`config.mk`:
```
export PLATFORM = sky130hd
export DESIGN_NAME = exibe_sequencia
export DESIGN_NICKNAME = d
export VERILOG_FILES = /design/src/rtl/genius_pkg.sv /design/src/rtl/contador_m.sv /design/src/rtl/exibe_sequencia.sv
export SDC_FILE = /design/constraint.sdc
export NUM_CORES = 1
export LEC_CHECK = 0
export ABC_CLOCK_PERIOD_IN_PS = 2300
export BUFFER_PORTS_ARGS = -buffer_cell sky130_fd_sc_hd__buf_4
export CAP_MARGIN = 20
export CORE_ASPECT_RATIO = 0.8
export CORE_MARGIN = 2
export CORE_UTILIZATION = 40
export DETAILED_ROUTE_END_ITERATION = 16
export GPL_TIMING_DRIVEN = 1
export HOLD_SLACK_MARGIN = 0.03
export PLACE_DENSITY = 0.65
export SLEW_MARGIN = 20
export SYNTH_ARGS = -nofsm -noshare
export SYNTH_HDL_FRONTEND = slang
export SYNTH_SLANG_ARGS = --single-unit
```
`constraint.sdc`:
```
create_clock -name clock -period 2.3 [get_ports clock]
set_clock_uncertainty 0.2 [all_clocks]
set_input_delay 0.46 -clock clock [delete_from_list [all_inputs] [get_ports clock]]
set_output_delay 0.46 -clock clock [all_outputs]
set_load 0.1 [all_outputs]
```
`src/rtl/genius_pkg.sv`:
```
// Shared constants and state encodings for the genius memory-game blocks.
// Data and address are 4 bits wide: a 16-entry RAM that holds 4-bit LED patterns.
package genius_pkg;

    localparam int DATA_W = 4;
    localparam int ADDR_W = 4;

    typedef enum logic [3:0] {
        INICIAL    = 4'd0,
        ESPERA_MEM = 4'd1,
        CAPTURA    = 4'd2,
        ACENDE     = 4'd3,
        APAGA      = 4'd4,
        FIM        = 4'd5
    } estado_t;

endpackage

```
`src/rtl/contador_m.sv`:
```
// Modulo-M up counter with a synchronous clear and a count enable.
// When clear and enable are both high in the same cycle, clear wins.
module contador_m #(
    parameter int M = 4,
    parameter int N = 2
) (
    input  logic         clock,
    input  logic         zera_s,
    input  logic         conta,
    output logic [N-1:0] Q
);

    localparam logic [N-1:0] LAST = N'(M - 1);

    logic [N-1:0] r_q;

    always_ff @(posedge clock) begin
        if (zera_s) begin
            r_q <= '0;
        end else if (conta) begin
            if (r_q == LAST) r_q <= '0;
            else             r_q <= r_q + 1'b1;
        end
    end

    assign Q = r_q;

endmodule

```
`src/rtl/exibe_sequencia.sv`:
```
// Plays back items 0..rodada from an external sync RAM on the LEDs:
// each item is lit for T_ON cycles, followed by a dark gap of T_OFF cycles.
module exibe_sequencia
    import genius_pkg::*;
#(
    parameter int T_ON  = 1000,
    parameter int T_OFF = 500
) (
    input  logic              clock,
    input  logic              reset,
    input  logic              iniciar,
    input  logic [ADDR_W-1:0] rodada,
    output logic [ADDR_W-1:0] mem_addr,
    input  logic [DATA_W-1:0] mem_dado,
    output logic [DATA_W-1:0] leds,
    output logic              exibindo,
    output logic              pronto,
    output logic [ADDR_W-1:0] db_endereco,
    output logic [3:0]        db_estado
);

    localparam int T_MAX = (T_ON > T_OFF) ? T_ON : T_OFF;
    localparam int TW    = (T_MAX > 1) ? $clog2(T_MAX) : 1;
    localparam logic [TW-1:0] ON_LAST  = TW'(T_ON - 1);
    localparam logic [TW-1:0] OFF_LAST = TW'(T_OFF - 1);

    estado_t           r_state;
    logic [ADDR_W-1:0] r_addr;
    logic [ADDR_W-1:0] r_rodada;
    logic [DATA_W-1:0] r_leds;
    logic              r_pronto;

    logic [TW-1:0] w_timer;
    logic          w_fim_on;
    logic          w_fim_off;
    logic          w_zera;
    logic          w_conta;

    assign w_fim_on  = (r_state == ACENDE) && (w_timer == ON_LAST);
    assign w_fim_off = (r_state == APAGA)  && (w_timer == OFF_LAST);
    // CAPTURA clears ahead of ACENDE; the ACENDE exit clears ahead of APAGA.
    assign w_zera    = reset || (r_state == CAPTURA) || w_fim_on || w_fim_off;
    assign w_conta   = (r_state == ACENDE) || (r_state == APAGA);

    contador_m #(
        .M (T_MAX),
        .N (TW)
    ) u_timer (
        .clock  (clock),
        .zera_s (w_zera),
        .conta  (w_conta),
        .Q      (w_timer)
    );

    always_ff @(posedge clock) begin
        if (reset) begin
            r_state  <= INICIAL;
            r_addr   <= '0;
            r_rodada <= '0;
            r_leds   <= '0;
            r_pronto <= 1'b0;
        end else begin
            r_pronto <= 1'b0;
            case (r_state)
                INICIAL: begin
                    if (iniciar) begin
                        r_addr   <= '0;
                        r_rodada <= rodada;
                        r_state  <= ESPERA_MEM;
                    end
                end
                ESPERA_MEM: r_state <= CAPTURA;
                CAPTURA: begin
                    r_leds  <= mem_dado;
                    r_state <= ACENDE;
                end
                ACENDE: begin
                    if (w_fim_on) begin
                        r_leds  <= '0;
                        r_state <= APAGA;
                    end
                end
                APAGA: begin
                    if (w_fim_off) begin
                        if (r_addr == r_rodada) begin
                            r_pronto <= 1'b1;
                            r_state  <= FIM;
                        end else begin
                            r_addr  <= r_addr + 1'b1;
                            r_state <= ESPERA_MEM;
                        end
                    end
                end
                FIM:     r_state <= INICIAL;
                default: r_state <= INICIAL;
            endcase
        end
    end

    assign mem_addr    = r_addr;
    assign db_endereco = r_addr;
    assign leds        = r_leds;
    assign pronto      = r_pronto;
    assign exibindo    = (r_state != INICIAL);
    assign db_estado   = r_state;

endmodule

```
; Word-level counts from Yosys, hierarchy flattened
; Index checks and enable logic that the tools add are counted.
[totals]
elab_cells = 49
register_bits = 27
out_inout_bits = 18
input_bits = 11
[classes]
n_eq_ne = 11
n_reduce_logical = 15
n_bitwise = 2
muxes = 13
n_addsub = 2
[ops]
columns = op, n
row1 = 4-bit 2-to-1 mux, 7
row2 = 4-bit case mux with 5 select lines, 1
row3 = 4-bit case mux with 2 select lines, 2
row4 = "10-bit by 1-bit adder with 10-bit output, second input constant", 1
row5 = "10-bit == test, second input constant", 1
row6 = "10-bit by 9-bit == test with 1-bit output, second input constant", 1
row7 = 10-bit 2-to-1 mux, 1
row8 = "4-bit by 2-bit == test with 1-bit output, second input constant", 2
row9 = "2-bit inequality test, second input constant", 4
row10 = "4-bit by 1-bit adder with 4-bit output, second input constant", 1
row11 = "4-bit by 1-bit == test with 1-bit output, second input constant", 1
row12 = "4-bit by 3-bit == test with 1-bit output, second input constant", 1
row13 = 4-bit == test, 1
row14 = 4-bit logical NOT, 1
row15 = 1-bit logical OR, 4
row16 = 2-bit AND reduction, 2
row17 = 4-bit AND reduction, 1
row18 = 2-bit nonzero test, 2
row19 = 4-bit nonzero test, 1
row20 = 3-bit 2-to-1 mux, 1
row21 = 3-bit AND reduction, 1
row22 = 3-bit OR reduction, 1
row23 = 1-bit logical AND, 2
row24 = 1-bit NOT, 2
row25 = 1-bit 2-to-1 mux, 1

; Depth between registers and ports, before layout
; Gate-level depths: netlist (run 1).
[logic_depth]
depth_word = 4
ltp_mapped = 6
ltp_nobuf = 5

; Cells and area by module
; From an unflattened synthesis (run 1), not the netlist that was laid out.
[hier_totals]
cells_unflattened = 150
area_unflattened_um2 = 1358.8
[by_module_without_submodules]
columns = mod, cells_per_inst, seq_area_each_um2, area_each_um2, instances
row1 = exibe_sequencia, 90, 320.3, 830.8, 1
row2 = contador_m, 60, 200.2, 528.0, 1

; Least setup slack after synthesis (run 1)
; No wires, ideal clock.
[synth_path]
kind = register -> output
start = register r_state[0], in the netlist db_estado[0]
end = output port exibindo
slack_ns = -0.384
stages_incl_launch_ff = 4
path_buffers = 1
arrival_ns = 2.024
t_required_ns = 1.640
path_cell_list = dfxtp_1 > buf_6 > nor3_1 > inv_1
[synth_between]
elab_chain_len = 1
[synth_lines]
columns = item, line
row1 = from (decl), exibe_sequencia.sv:27  ; estado_t r_state;
row2 = from (signal assigned), exibe_sequencia.sv:57  ; r_state <= INICIAL;
row3 = from (signal assigned), exibe_sequencia.sv:69  ; r_state <= ESPERA_MEM;
row4 = from (signal assigned), exibe_sequencia.sv:72  ; ESPERA_MEM: r_state <= CAPTURA;
row5 = 4-bit nonzero test, exibe_sequencia.sv:104  ; assign exibindo = (r_state != INICIAL);
row6 = to (decl), exibe_sequencia.sv:16  ; output logic exibindo,
; Every way passes these cells.

; Worst setup path after layout (run 1)
; Ends and elaborated chain as after synthesis.

==> results.json, run 1 <==
{
  "routed_wirelength_um": 3180,
  "grt_pass1_wl_um": 5570,
  "slew_violations": 0,
  "syn_nets": 175,
  "cp_data_arrival_time_ns": 1.45,
  "die_x_um": 70.1,
  "htree_num_levels": 1,
  "critPathSlowestCell": "dfxtp_2",
  "rrSetupSlack_ns": 0.26,
  "wire_per_inst_um": 14.1,
  "seqPwrFrac_pct": 45.4,
  "p_sw_share_pct": 29.8,
  "grt_pass1_vias": 1160,
  "hold_buffers": 0,
  "worstPathMaxFanout": 13,
  "hpwl_um": 2450,
  "cts_root_buf": "clkbuf_8",
  "synth_compound_area_share_pct": 20.2,
  "seq_area_um2": 524,
  "clk_latency_ns": 0.27,
  "die_area_mm2": 0.00399,
  "cts_sinks": 26,
  "worstReg2RegEnd": "u_timer.Q[9]",
  "seq_area_frac_synth_pct": 37.2,
  "ys_async_sr_fraction_pct": 0,
  "drt-initial-drc-count": 60,
  "synth_area_per_cell_um2": 8.63,
  "p_int_mw": 0.751,
  "synth_xor_area_share_pct": 6.89,
  "placeableCoreArea_mm2": 0.00340,
  "required_ns": 1.64,
  "clk_pin_slew_ns": 0.09,
  "clockBufferDepth": 2,
  "worstReg2RegStart": "db_estado[2]",
  "diodes": 0,
  "antenna_found_initial": 0,
  "portBuffers": 27,
  "yosys_most_used_dff": "dfxtp_1",
  "layout_commonest_cell": "buf_4",
  "detail-route-antenna-nets": 0,
  "critical_path.top_delay_family": "buffers and inverters",
  "ys_ff_latch": 26,
  "vias": 1297,
  "grt_overflow": 0,
  "critPathBufInv": 3,
  "drive_gt1_share_pct": 25.5,
  "rsz0062_at_grt": "false",
  "setup_viol": 0,
  "crit_path_cell_trace": "nor3_1, buf_4, inv_2, buf_4",
  "pre_cts_slack_ns": 0.297,
  "reg2reg_depth": 5,
  "fmax_ghz": 0.474,
  "worstHoldPathType": "in -> reg",
  "cp-end-kind": "output port",
  "min_to": "leds[3]",
  "ios": 29,
  "syn_inst": 162,
  "synth.cell_area_mm2": 0.00140,
  "min_path_cells": 3,
  "vdd.ir_drop.worst_uv": 379,
  "startpoint_type": "flop",
  "cts_tree": "built",
  "setup_tns_ns": 0,
  "status": "finished, final reports clean",
  "synthMuxAreaShare_pct": 0.716,
  "drv_cap": 0,
  "viasPerCell": 5.74,
  "synth_edf_count": 0,
  "grt.total_usage_pct": 17.3,
  "switchingPower_mw": 0.318,
  "gp_congestion": 0.882,
  "rows": 19,
  "most-common-layout-cells": "buf_4 (29), dfxtp_1 (23), nand2_1 (17), a21oi_1 (11), nand3_1 (10)",
  "min-delay-start": "mem_dado[3]",
  "layout_min_cycle_time_ns": 2.11,
  "cellPowerDensity_mw_per_mm2": 641,
  "p_clk_share_pct": 35.5,
  "nets": 198,
  "path_common_cell": "buf_4",
  "fillers": 335,
  "relSlewSlack_pct": 60.4,
  "multi_input_area_um2": 791,
  "drc": 0,
  "chipHeight_um": 56.9,
  "synth_warnings": 0,
  "worst-setup-path-type": "reg -> out",
  "first_pass_iters": 4,
  "fin_ws_ns": 0.192,
  "ys_types": 49,
  "synthToLayoutAreaGrowth_pct": 19.2,
  "hold_viol_final": 0,
  "synth_top_family_by_area": "simple AND/OR/NAND/NOR gates",
  "grt_max_degree": 16,
  "yosys.area_share.simple_pct": 26.7,
  "worstMarginPinSlew_ns": 0.590,
  "numCtsBuffers": 3,
  "p_comb_share_pct": 19.1,
  "fin_util_pct": 49.1,
  "p_leak_nw": 0.618,
  "min_period_over_period_pct": 91.6,
  "ctsResizeCount": 0,
  "start_util_pct": 41.1,
  "critical_path.max_stage_delay_ns": 0.40,
  "cts_setup_buffers": 0,
  "synthAdderAreaFrac_pct": 1.79
}
-- state kept, by name, summed over array words and instances, names as in the netlist --
signal,flops
db_endereco,4
db_estado,3
leds,4
pronto,1
r_rodada,4
u_timer.Q,10
-- worst reg2reg max path: cells and delay by family (launching register included) --
kind | cells | cell delay [ns]
simple gates | 3 | 0.91
buf+inv | 1 | 0.23
flops | 1 | 0.42
compound gates | 1 | 0.22
-- power groups by stage --
stage                     Sequential [mW]  Combinational (mW)  Clock [mW]
after CTS                           0.485               0.205       0.389
after floorplan                     0.543               0.109           0
after global placement              0.493               0.204           0
final                               0.485               0.205       0.380
after global routing                0.489               0.220       0.412
after detailed placement            0.495               0.205           0
-- kinds of logic (layout without fill, tap and decap cells) --
logic type,after synthesis,after routing
other cells,1,1
flops,26,26
compound gates,42,42
xor+xnor,11,11
fa+ha+maj,2,2
simple gates,65,65
buf+inv,14,36
mux,1,1
-- how the worst max path moves through the flow --
stage,from,to,slack [ns],cells after the start
after detailed placement,db_estado[0],u_timer.Q[9],0.30,5
final,db_estado[0],exibindo,0.19,4
after global routing,db_estado[0],exibindo,0.06,4
after CTS,db_estado[0],exibindo,0.18,4
after floorplan,db_estado[1],u_timer.Q[9],0.05,6
after global placement,db_estado[0],u_timer.Q[9],0.35,5
-- cell type report --
class	count	area share, %
repair buffers	29	13.1
flip-flops and latches	26	31.4
clock buffers	3	2.48
clock inverters	1	1.80
inverters	3	0.675
multi-input cells	122	47.4
well taps	42	3.15
-- synth_stat cells (2+ instances only) --
cell type	n	area [um^2]
inv_1	3	11.3
o21ai_0	8	40.0
nand4_1	4	25.0
dfxtp_1	26	521
a31oi_1	4	25.0
and3_1	4	25.0
xor2_1	5	43.8
nand3b_1	2	15.0
nor3_1	6	30.0
o211ai_1	4	30.0
nand3_1	10	50.1
o2111ai_1	4	35.0
or3_1	2	12.5
clkbuf_1	2	7.51
buf_4	7	52.6
nor2_1	5	18.8
ha_1	2	25.0
o21a_1	2	15.0
xnor2_1	6	52.6
a21oi_1	11	55.1
nand2_1	17	63.8
-- stage by stage --
stage	cells	hold slack [ns]	total power, mW	area, um^2
detailed placement	222	0.268	0.700	1600
global route	226	0.219	1.12	1670
global placement	222	0.262	0.697	1600
finish	226	0.229	1.07	1670
floorplan	162	0.249	0.652	1400
CTS	226	0.224	1.08	1670
-- layer usage --
layer  GRT usage [%]  share of wire, %  vias to the layer above
li1                -                 -                      635
met1            24.1                50                      626
met2            27.5                45                       34
met3            3.95               4.2                        2
met4            3.30              0.72                        0
met5               0                 0                        -
Note: power is estimated with default switching activity, not from simulation.
==> inputs of run 2 (changes only) <==
- ABC_CLOCK_PERIOD_IN_PS: 2300 -> 2700
- clock period: 2.3 -> 2.7 ns (I/O delays scaled with it)
==> run 2 against run 1 <==
Effect of this change:
- critical path depth decreased by 1
- highest routed layer unchanged
- count of clock-buffer cells in the layout stayed put
- first-iteration DRC count increased by 97%
- largest cell class unchanged
==> results.json, run 2 (synthesis gave the netlist of run 1 again) <==
{
  "status": "finished, final reports clean",
  "routed_wirelength_um": 3330,
  "fmax_ghz": 0.435,
  "rsz0062_at_grt": "false",
  "grt_pass1_wl_um": 5660,
  "fillers": 336,
  "place_inst": 221,
  "p_comb_share_pct": 19.1,
  "grt_max_degree": 16,
  "placeableCoreArea_mm2": 0.00340,
  "setup_tns_ns": 0,
  "cellPowerDensity_mw_per_mm2": 547,
  "setup_viol": 0,
  "hold_buffers": 0,
  "drive_gt1_share_pct": 24.0,
  "portBuffers": 27,
  "required_ns": 1.96,
  "drv_cap": 0,
  "rrSetupSlack_ns": 0.57,
  "cts_root_buf": "clkbuf_8",
  "grt_overflow": 0,
  "switchingPower_mw": 0.271,
  "min_period_over_period_pct": 85.2,
  "relSlewSlack_pct": 57.4,
  "chipHeight_um": 56.9,
  "die_x_um": 70.1,
  "p_leak_nw": 0.613,
  "whs_ns": 0.280,
  "place_area_mm2": 0.00159,
  "grt_pass1_vias": 1169,
  "wire_per_inst_um": 14.8,
  "drt-initial-drc-count": 118,
  "worstHoldPathType": "reg -> reg",
  "slew_violations": 0,
  "vias": 1298,
  "gp_congestion": 0.875,
  "cp_data_arrival_time_ns": 1.56,
  "ios": 29,
  "hold_viol_final": 0,
  "clk_pin_slew_ns": 0.09,
  "die_area_mm2": 0.00399,
  "seqPwrFrac_pct": 45.4,
  "detail-route-antenna-nets": 0,
  "cts_sinks": 26,
  "start_util_pct": 41.1,
  "startpoint_type": "flop",
  "cts_setup_buffers": 0,
  "grt.total_usage_pct": 17.7,
  "p_sw_share_pct": 29.8,
  "p_clk_share_pct": 35.4,
  "clk_latency_ns": 0.27,
  "layout_min_cycle_time_ns": 2.30,
  "layout_commonest_cell": "buf_4",
  "p_int_mw": 0.637,
  "numCtsBuffers": 3,
  "rows": 19,
  "hpwl_um": 2550,
  "antenna_found_initial": 0,
  "nets": 197,
  "first_pass_iters": 4,
  "fin_cells": 225,
  "synthToLayoutAreaGrowth_pct": 18.5,
  "cp-end-kind": "output port",
  "fin_util_pct": 48.8,
  "largest_reg_flops": 10,
  "htree_num_levels": 1,
  "most-common-layout-cells": "buf_4 (28), dfxtp_1 (25), nand2_1 (17), a21oi_1 (11), nand3_1 (10)",
  "viasPerCell": 5.77,
  "diodes": 0,
  "fin_area_mm2": 0.00166,
  "drc": 0,
  "clockBufferDepth": 2,
  "worst-setup-path-type": "reg -> out",
  "worstPathMaxFanout": 10,
  "worstMarginPinSlew_ns": 0.635,
  "cts_tree": "built",
  "ctsResizeCount": 0,
  "vdd.ir_drop.worst_uv": 407
}
## run 2: changes by cell type in the layout (fill, tap and decap cells not counted), sizes merged
cell	change
buf	-1
## run 2: per-layer routing
layer / up-vias / GRT usage, % / part of all wire (%)
met3: 2 / 4.85 / 7.9
met1: 605 / 25.9 / 48
li1: 630 / - / -
met4: 0 / 2.47 / 0.69
met2: 61 / 26.8 / 43
met5: - / 0 / 0
## run 2: metrics by stage
stage / power [mW] / setup WS [ns]
6_report: 0.908 / 0.399
5_1_grt: 0.941 / 0.284
4_1_cts: 0.913 / 0.406
3_5_place_dp: 0.593 / 0.645
3_3_place_gp: 0.590 / 0.739
2_1_floorplan: 0.555 / 0.120
## run 2: power by group through the flow
stage | logic, mW | clock network (mW) | registers [mW]
4_1_cts | 0.173 | 0.328 | 0.412
3_3_place_gp | 0.170 | 0 | 0.420
2_1_floorplan | 0.0929 | 0 | 0.462
6_report | 0.174 | 0.321 | 0.413
5_1_grt | 0.185 | 0.341 | 0.415
3_5_place_dp | 0.172 | 0 | 0.421
## run 2: path summary, 6_finish.rpt
path           startpoint             end  cells past startpoint
max          db_estado[1]        exibindo                      3
min reg2reg   r_rodada[3]     r_rodada[3]                      2
min           r_rodada[3]     r_rodada[3]                      2
max reg2reg  db_estado[2]  db_endereco[0]                      5
## run 2: worst max-delay path: stages, from the launching register on
cell and delay, ns:
dfxtp_1 0.43, nor3_1 0.53, inv_2 0.07, buf_4 0.25
## run 2: area by class of cell
| type | instances | area [um^2] | area share, % |
|---|---|---|---|
| Inverter | 3 | 11.3 | 0.679 |
| Clock buffer | 3 | 41.3 | 2.49 |
| Tap cell | 42 | 52.6 | 3.17 |
| Sequential cell | 26 | 522 | 31.5 |
| Multi-Input combinational cell | 122 | 791 | 47.7 |
| Clock inverter | 1 | 30.0 | 1.81 |
| Timing Repair Buffer | 28 | 210 | 12.7 |
==> inputs of run 3 (changes only) <==
- CORE_UTILIZATION: 40 -> 45
- PLACE_DENSITY: 0.65 -> 0.72
==> run 3 against run 2 <==
Effect of this change:
- wire length is 1.3% lower
- largest cell class unchanged
- first-iteration DRC count grew 10%
- critical path type unchanged
- hold slack worse by 0.0047 ns
- non-clock buffer count decreased by 1
- sequential share of layout area up 0.19 points
- critical endpoint unchanged
- die area shrank 10%
- count of clock-buffer cells in the layout is the same
==> results.json, run 3 (synthesis gave the netlist of run 1 again) <==
{
  "die_area_mm2": 0.00357,
  "wire_per_inst_um": 14.8,
  "largest_reg_flops": 10,
  "worstMarginPinSlew_ns": 0.630,
  "cts_tree": "built",
  "critPathSlowestCell": "nor3_1",
  "grt_overflow": 0,
  "required_ns": 1.96,
  "clk_pin_slew_ns": 0.09,
  "fin_ws_ns": 0.400,
  "clockBufferDepth": 2,
  "viasPerCell": 5.80,
  "chipHeight_um": 53.9,
  "hold_buffers": 0,
  "seqPwrFrac_pct": 45.4,
  "p_comb_share_pct": 18.9,
  "start_util_pct": 46.4,
  "fin_area_mm2": 0.00165,
  "whs_ns": 0.276,
  "cts_root_buf": "clkbuf_8",
  "detail-route-antenna-nets": 0,
  "grt_pass1_wl_um": 5560,
  "drive_gt1_share_pct": 23.6,
  "drt-initial-drc-count": 130,
  "routed_wirelength_um": 3290,
  "worstHoldPathType": "reg -> reg",
  "slew_violations": 0,
  "crit_path_cell_trace": "nor3_1, inv_2, buf_4",
  "critPathBufInv": 2,
  "multi_input_area_um2": 791,
  "rsz0062_at_grt": "false",
  "worst-setup-path-type": "reg -> out",
  "switchingPower_mw": 0.270,
  "htree_num_levels": 1,
  "hold_viol_final": 0,
  "place_area_mm2": 0.00158,
  "cts_sinks": 26,
  "gp_congestion": 0.841,
  "critical_path.max_stage_delay_ns": 0.55,
  "clk_latency_ns": 0.27,
  "vdd.ir_drop.worst_uv": 261,
  "fin_util_pct": 54.6,
  "cp_data_arrival_time_ns": 1.56,
  "relSlewSlack_pct": 57.7,
  "startpoint_type": "flop",
  "layout_commonest_cell": "buf_4",
  "drc": 0,
  "place_inst": 218,
  "p_clk_share_pct": 35.6,
  "p_leak_nw": 0.607,
  "layout_min_cycle_time_ns": 2.30,
  "setup_viol": 0,
  "antenna_found_initial": 0,
  "ios": 29,
  "critical_path.top_delay_family": "simple AND/OR/NAND/NOR gates",
  "vias": 1287,
  "cp-end-kind": "output port",
  "p_sw_share_pct": 29.8,
  "portBuffers": 27,
  "fmax_ghz": 0.435,
  "grt_pass1_vias": 1153,
  "seq_area_um2": 522,
  "drv_cap": 0,
  "power.total_mw": 0.907,
  "die_x_um": 66.3,
  "fillers": 292,
  "most-common-layout-cells": "buf_4 (27), dfxtp_1 (25), nand2_1 (17), a21oi_1 (11), nand3_1 (10)",
  "fin_cells": 222,
  "p_int_mw": 0.637,
  "setup_tns_ns": 0,
  "min_period_over_period_pct": 85.2,
  "grt.total_usage_pct": 20.4,
  "placeableCoreArea_mm2": 0.00302,
  "ctsResizeCount": 0,
  "hpwl_um": 2470,
  "nets": 196,
  "synthToLayoutAreaGrowth_pct": 17.8,
  "first_pass_iters": 4,
  "rows": 18,
  "grt_max_degree": 16,
  "cts_setup_buffers": 0,
  "worstPathMaxFanout": 13,
  "pre_cts_slack_ns": 0.555,
  "numCtsBuffers": 3,
  "status": "finished, final reports clean",
  "diodes": 0,
  "cellPowerDensity_mw_per_mm2": 550
}
-- run 3: cell count changes in the layout (fill, tap and decap cells not counted), sizes merged --
cell and change:
buf -1
-- run 3: worst register-to-register path, cell delays in order, from the launching register on --
cell and delay, ns:
dfxtp_1 0.47, nor3b_4 0.55, nor2_2 0.15, or4_1 0.54
a211oi_2 0.22
-- run 3: path summary, 6_finish.rpt --
path	start	to	slack, ns	cells after the start
min reg2reg	r_rodada[3]	r_rodada[3]	0.28	2
max reg2reg	db_estado[2]	u_timer.Q[9]	0.49	4
max	db_estado[0]	exibindo	0.40	3
min	r_rodada[3]	r_rodada[3]	0.28	2
-- run 3: layout make-up --
type	instances	area share, %
clock inverters	1	1.82
well taps	40	3.04
multi-input cells	122	48.0
flip-flops and latches	26	31.7
inverters	3	0.683
repair buffers	27	12.3
clock buffers	3	2.51
-- run 3: power groups by stage --
stage / sequential, mW / clock [mW] / combinational [mW]
after global routing: 0.416 / 0.345 / 0.183
after CTS: 0.412 / 0.330 / 0.172
after floorplan: 0.462 / 0 / 0.0929
after global placement: 0.420 / 0 / 0.169
final: 0.412 / 0.323 / 0.172
after detailed placement: 0.421 / 0 / 0.171
-- run 3: layer usage --
layer  global-route usage, %  vias up  wire [um]
met2                    31.7       45       1500
li1                        -      631          -
met4                    3.06        0         19
met3                    4.18        2        191
met1                    29.8      609       1580
met5                       0        -          0
